===== src/rtl/output_controller.sv =====
// Per-output-port round-robin arbiter: grants one requesting input controller
// at a time and forwards its single-flit packet to the downstream FIFO/link.
module output_controller #(
  parameter int                    DATA_WIDTH = 8,
  parameter int                    N_REGISTER = 3,
  parameter int                    N_PORT     = 5,
  parameter logic [N_REGISTER-1:0] PORT_ID    = '0
) (
  input  logic                         clk,
  input  logic                         rst,
  input  logic [N_PORT*N_REGISTER-1:0] req_code,
  input  logic [N_PORT*DATA_WIDTH-1:0] data_in,
  input  logic                         full,
  output logic [N_PORT-1:0]            grant,
  output logic [DATA_WIDTH-1:0]        data_out,
  output logic                         write
);

  localparam int PTR_W = (N_PORT > 1) ? $clog2(N_PORT) : 1;
  localparam logic [PTR_W-1:0] LAST_PORT = PTR_W'(N_PORT - 1);
  localparam logic [N_PORT-1:0] ONE_HOT0 = {{(N_PORT-1){1'b0}}, 1'b1};

  typedef enum logic [1:0] {
    S_IDLE,
    S_GRANT,
    S_WAIT
  } state_t;

  state_t                r_state;
  logic [PTR_W-1:0]      r_last_ptr;
  logic [N_PORT-1:0]     r_mask;
  logic [N_PORT-1:0]     r_grant;
  logic [DATA_WIDTH-1:0] r_data;
  logic                  r_write;

  logic [N_PORT-1:0]     w_req;
  logic                  w_found;
  logic [PTR_W-1:0]      w_win;
  logic [N_PORT-1:0]     w_win_oh;
  logic [DATA_WIDTH-1:0] w_win_data;

  always_comb begin
    w_req = '0;
    for (int i = 0; i < N_PORT; i++) begin
      w_req[i] = (req_code[i*N_REGISTER +: N_REGISTER] == PORT_ID) && !r_mask[i];
    end
  end

  // Scan from farthest to nearest offset so the nearest requester after
  // last_ptr is the one left standing; no early exit needed.
  always_comb begin
    int idx;
    idx     = 0;
    w_found = 1'b0;
    w_win   = r_last_ptr;
    for (int off = N_PORT; off >= 1; off--) begin
      idx = int'(r_last_ptr) + off;
      if (idx >= N_PORT) idx = idx - N_PORT;
      if (idx >= N_PORT) idx = idx - N_PORT;
      if (w_req[PTR_W'(idx)]) begin
        w_found = 1'b1;
        w_win   = PTR_W'(idx);
      end
    end
    w_win_oh   = ONE_HOT0 << w_win;
    w_win_data = data_in[w_win*DATA_WIDTH +: DATA_WIDTH];
  end

  always_ff @(posedge clk or posedge rst) begin
    if (rst) begin
      r_state    <= S_IDLE;
      r_last_ptr <= LAST_PORT;
      r_mask     <= '0;
      r_grant    <= '0;
      r_data     <= '0;
      r_write    <= 1'b0;
    end else begin
      case (r_state)
        S_IDLE: begin
          if (w_found && !full) begin
            r_grant    <= w_win_oh;
            r_data     <= w_win_data;
            r_write    <= 1'b1;
            r_last_ptr <= w_win;
            r_mask     <= w_win_oh;
            r_state    <= S_GRANT;
          end else begin
            r_grant <= '0;
            r_data  <= '0;
            r_write <= 1'b0;
          end
        end
        S_GRANT: begin
          r_grant <= '0;
          r_data  <= '0;
          r_write <= 1'b0;
          r_state <= S_WAIT;
        end
        S_WAIT: begin
          // Winner's code is stale until its FIFO head refreshes; hold it off one cycle.
          r_mask  <= '0;
          r_state <= S_IDLE;
        end
        default: begin
          r_grant <= '0;
          r_data  <= '0;
          r_write <= 1'b0;
          r_mask  <= '0;
          r_state <= S_IDLE;
        end
      endcase
    end
  end

  assign grant    = r_grant;
  assign data_out = r_data;
  assign write    = r_write;

endmodule


===== config.mk =====
export PLATFORM = sky130hd
export DESIGN_NAME = output_controller
export DESIGN_NICKNAME = d
export VERILOG_FILES = /design/src/rtl/output_controller.sv
export SDC_FILE = /design/constraint.sdc
export NUM_CORES = 1
export LEC_CHECK = 0
export BUFFER_PORTS_ARGS = -buffer_cell sky130_fd_sc_hd__buf_2
export CORE_MARGIN = 2
export CORE_UTILIZATION = 34
export CTS_BUF_LIST = sky130_fd_sc_hd__clkbuf_16
export DETAILED_ROUTE_END_ITERATION = 6
export MAX_ROUTING_LAYER = met4
export PLACE_DENSITY = 0.66
export REMOVE_ABC_BUFFERS = 1
export SETUP_SLACK_MARGIN = 0.2
export SYNTH_ARGS = -nofsm -noshare
export SYNTH_HDL_FRONTEND = slang
export SYNTH_SLANG_ARGS = --single-unit
export TNS_END_PERCENT = 20

===== constraint.sdc =====
create_clock -name clk -period 4.1 [get_ports clk]
set_input_delay 0.82 -clock clk [delete_from_list [all_inputs] [get_ports clk]]
set_output_delay 0.82 -clock clk [all_outputs]
set_load 0.1 [all_outputs]

==> run metrics <==
outcome completed; Core Area 0.009240 mm2; Non-Filler Instances 659; DP Cell Count 618; Vias per Instance 5.476; total power 4994 uW; DRC 0; layout cell share with drive strength beyond 1 57.55%; vias in the first global route 3,674; max incr delay on CP 0.55 ns; Clock H-tree levels 1; Period minus WS final 4.055 ns; CTS clk-pin slew, worst paths 0.06 ns; num rows 35; Synth top area share 17.80%; Max Clock Skew 0.001786 ns; clk sinks 24; PwrDens 945.9 mW/mm2; commonest cells in the netlist mux2i_1 (31), nand2_1 (26), dfrtp_1 (23); Post-Syn Instances 362; via count 3,609; global-route wire length before repair 17,420 um; DP HPWL 7418 um; Initial Utilization 34.99%; Sw Pwr 2359 uW; global route overflow 0; initial DRC count 182; total routed wirelength 11,230 um; clock power share 4.3%; unrepaired setup endpoints after global routing true; CP Launch Type flop; Top Ports 72; Cell Int Power 2636 uW; CP dominant cell by count buf_6; CTS tree done; Yosys reg bits 24; endpoints failing setup 0; Combinational Power Share 88.7%; CP Capture Type flop; Syn Area/Cell 8.931 um2; EDFF count, synth 0; Leakage Power 0.002382 uW; Antenna diodes 0; Sw Ratio 47.22%; Worst-Margin Slew 1.017 ns; clk root buf clkbuf_16; R2R Setup Slk 0.05 ns; f_max 246.6 MHz; Max transition margin 32.03%; Num CTS Buffers 3; synthesis warning total 0; Final Wtd Congestion 0.9019; synthesized area 0.003233 mm2; count leader, synth mux2i_1; Synth area leader dfrtp_1; Final Hold Fails 0; Synth async-reset ratio 100.0%; type of the worst setup path flop to flop; initial antenna violation count 0; sum of negative setup slack 0 ns; largest net degree at the start of global routing 25; Primary FF master, synth dfrtp_1; Clock Tree Buf Depth 2; TritonRoute pass-1 iters 5; final slew viol count 0; post-synth cell types 86; nets 611; worst setup margin 0.04536 ns; Seq pwr share 7.0%; Hold WC Path Type flop to flop; Crit-path slowest cell mux4_2; VDD IR max 0.5976 mV; max_cap viols 0; register area share after synthesis 18.61%; Die Ht 101.5 um; Worst Path Required 4.22 ns; die width 101.5 um; Total GRT Usage 21.43%; pre-CTS setup slack -0.1912 ns; Area growth, synth to finish 63.31%; wire per inst 17.04 um; Final period util 98.89%; Max Fanout on Critical Path 7; full die area 0.01031 mm2; I/O Buffers 71; Worst EP arrival 4.18 ns; cells along the critical path inv_2 > ha_4 > buf_6 > buf_6 > a21oi_4 > nor2_1 > ha_1 > nand2_2 > o31ai_4 > mux4_2 > a32oi_2 > o21ai_2 > or3_4 > a31oi_4 > buf_12 > buf_16 > mux2i_1 > o221ai_1; largest cells by area after synthesis dfrtp_1 (18%), mux2i_1 (9.6%), ha_1 (8.1%); Worst-Skew Late Latency 0.26 ns; final antenna-violating net count 0
## flip-flops by register name, indices dropped and copies added, names as in the netlist
name / cells
r_mask: 5
grant: 5
r_state: 2
r_last_ptr: 3
data_out: 8
write: 1
## routing by layer
layer | global-route usage, % | share of wire (%) | vias to the layer above
li1 | - | - | 1716
met1 | 25.41 | 41 | 1712
met2 | 37.70 | 51 | 143
met3 | 2.553 | 5.0 | 38
met4 | 6.653 | 3.0 | 0
met5 | - | 0 | -
## power by group through the flow
stage | logic, uW | registers (uW) | clock network [uW]
after global routing | 4710 | 357 | 227
after CTS | 4080 | 346 | 217
after global placement | 3060 | 340 | 0
after floorplan | 1840 | 553 | 0
after detailed placement | 3120 | 340 | 0
final | 4430 | 350 | 213
## cell families (layout without fill, tap and decap cells)
group           count (synthesis)  in the layout  share of synthesized area, %
fa+ha+maj                      22             22                         8.746
simple gates                  114            114                         19.85
flops                          24             24                         18.61
buf+inv                        37            205                         5.766
mux                            37             37                         12.69
xor+xnor                       12             12                         4.296
compound gates                116            116                         30.03
## critical path, delay by kind of cell (launching register included)
kind | cells | cell delay [ns]
AO/OA/AOI/OAI | 6 | 1.03
multiplexers | 2 | 0.73
buffers and inverters | 5 | 0.61
adder cells (fa/ha/maj) | 2 | 0.56
AND/OR/NAND/NOR | 3 | 0.53
flip-flops | 1 | 0.44
## through the flow
step           hold slack (ns)  area [um2]  util [%]
2_1_floorplan           0.4325        3126         -
3_3_place_gp            0.4505        4195     45.40
3_5_place_dp            0.4563        4195     45.40
4_1_cts                 0.4689        4997     54.08
5_1_grt                 0.5061        5280     57.14
6_report                0.4797        5280     57.14
## layout make-up
cell class | count | area, um2
Clock buffer | 3 | 75.07
Clock inverter | 1 | 3.754
Fill cell | 771 | 3960
Inverter | 21 | 81.33
Multi-Input combinational cell | 301 | 3034
Sequential cell | 24 | 603.1
Tap cell | 129 | 161.4
Timing Repair Buffer | 180 | 1321
## layout by cell type, fill, tap and decap left out, drive strengths merged, types with 3 or more instances in the layout
master  count
xnor2       9
clkbuf      3
or3b        3
nand2      26
a22oi      12
mux2        3
nand3b      3
or3         4
a31oi       8
o21ai      16
nand2b     11
and3        3
a22o        5
a21oi      17
or2         9
mux2i      32
o22ai       3
nor2       12
dfrtp      23
xor2        3
nor2b       5
o31ai       6
a21o        4
nor3        9
nand3       7
ha         21
a211oi      9
nor4        7
inv        21
o211ai      9
or4         5
buf       180
and2        5
## worst paths after layout
kind,startpoint,endpoint,cells past startpoint
hold reg to reg,write$_DFFE_PP0P_,write$_DFFE_PP0P_,2
max in group asynchronous,rst,r_last_ptr[0]$_DFFE_PP0P_,2
min in group asynchronous,rst,data_out[7]$_DFFE_PP0P_,2
setup / recovery,r_last_ptr[0]$_DFFE_PP0P_,data_out[5]$_DFFE_PP0P_,18
setup reg to reg,r_last_ptr[0]$_DFFE_PP0P_,data_out[5]$_DFFE_PP0P_,18
hold / removal,write$_DFFE_PP0P_,write$_DFFE_PP0P_,2
## repair_timing
| item | CTS | global route |
|---|---|---|
| pin swaps | 34 | 26 |
| hold buffers | 0 | 0 |
| endpoints found under the setup margin | 20 | 22 |
| gates resized for setup | 93 | 38 |
| buffers inserted | 23 | 12 |
| gates cloned | 2 | 0 |
No activity file was read; power rests on OpenSTA's default activity.
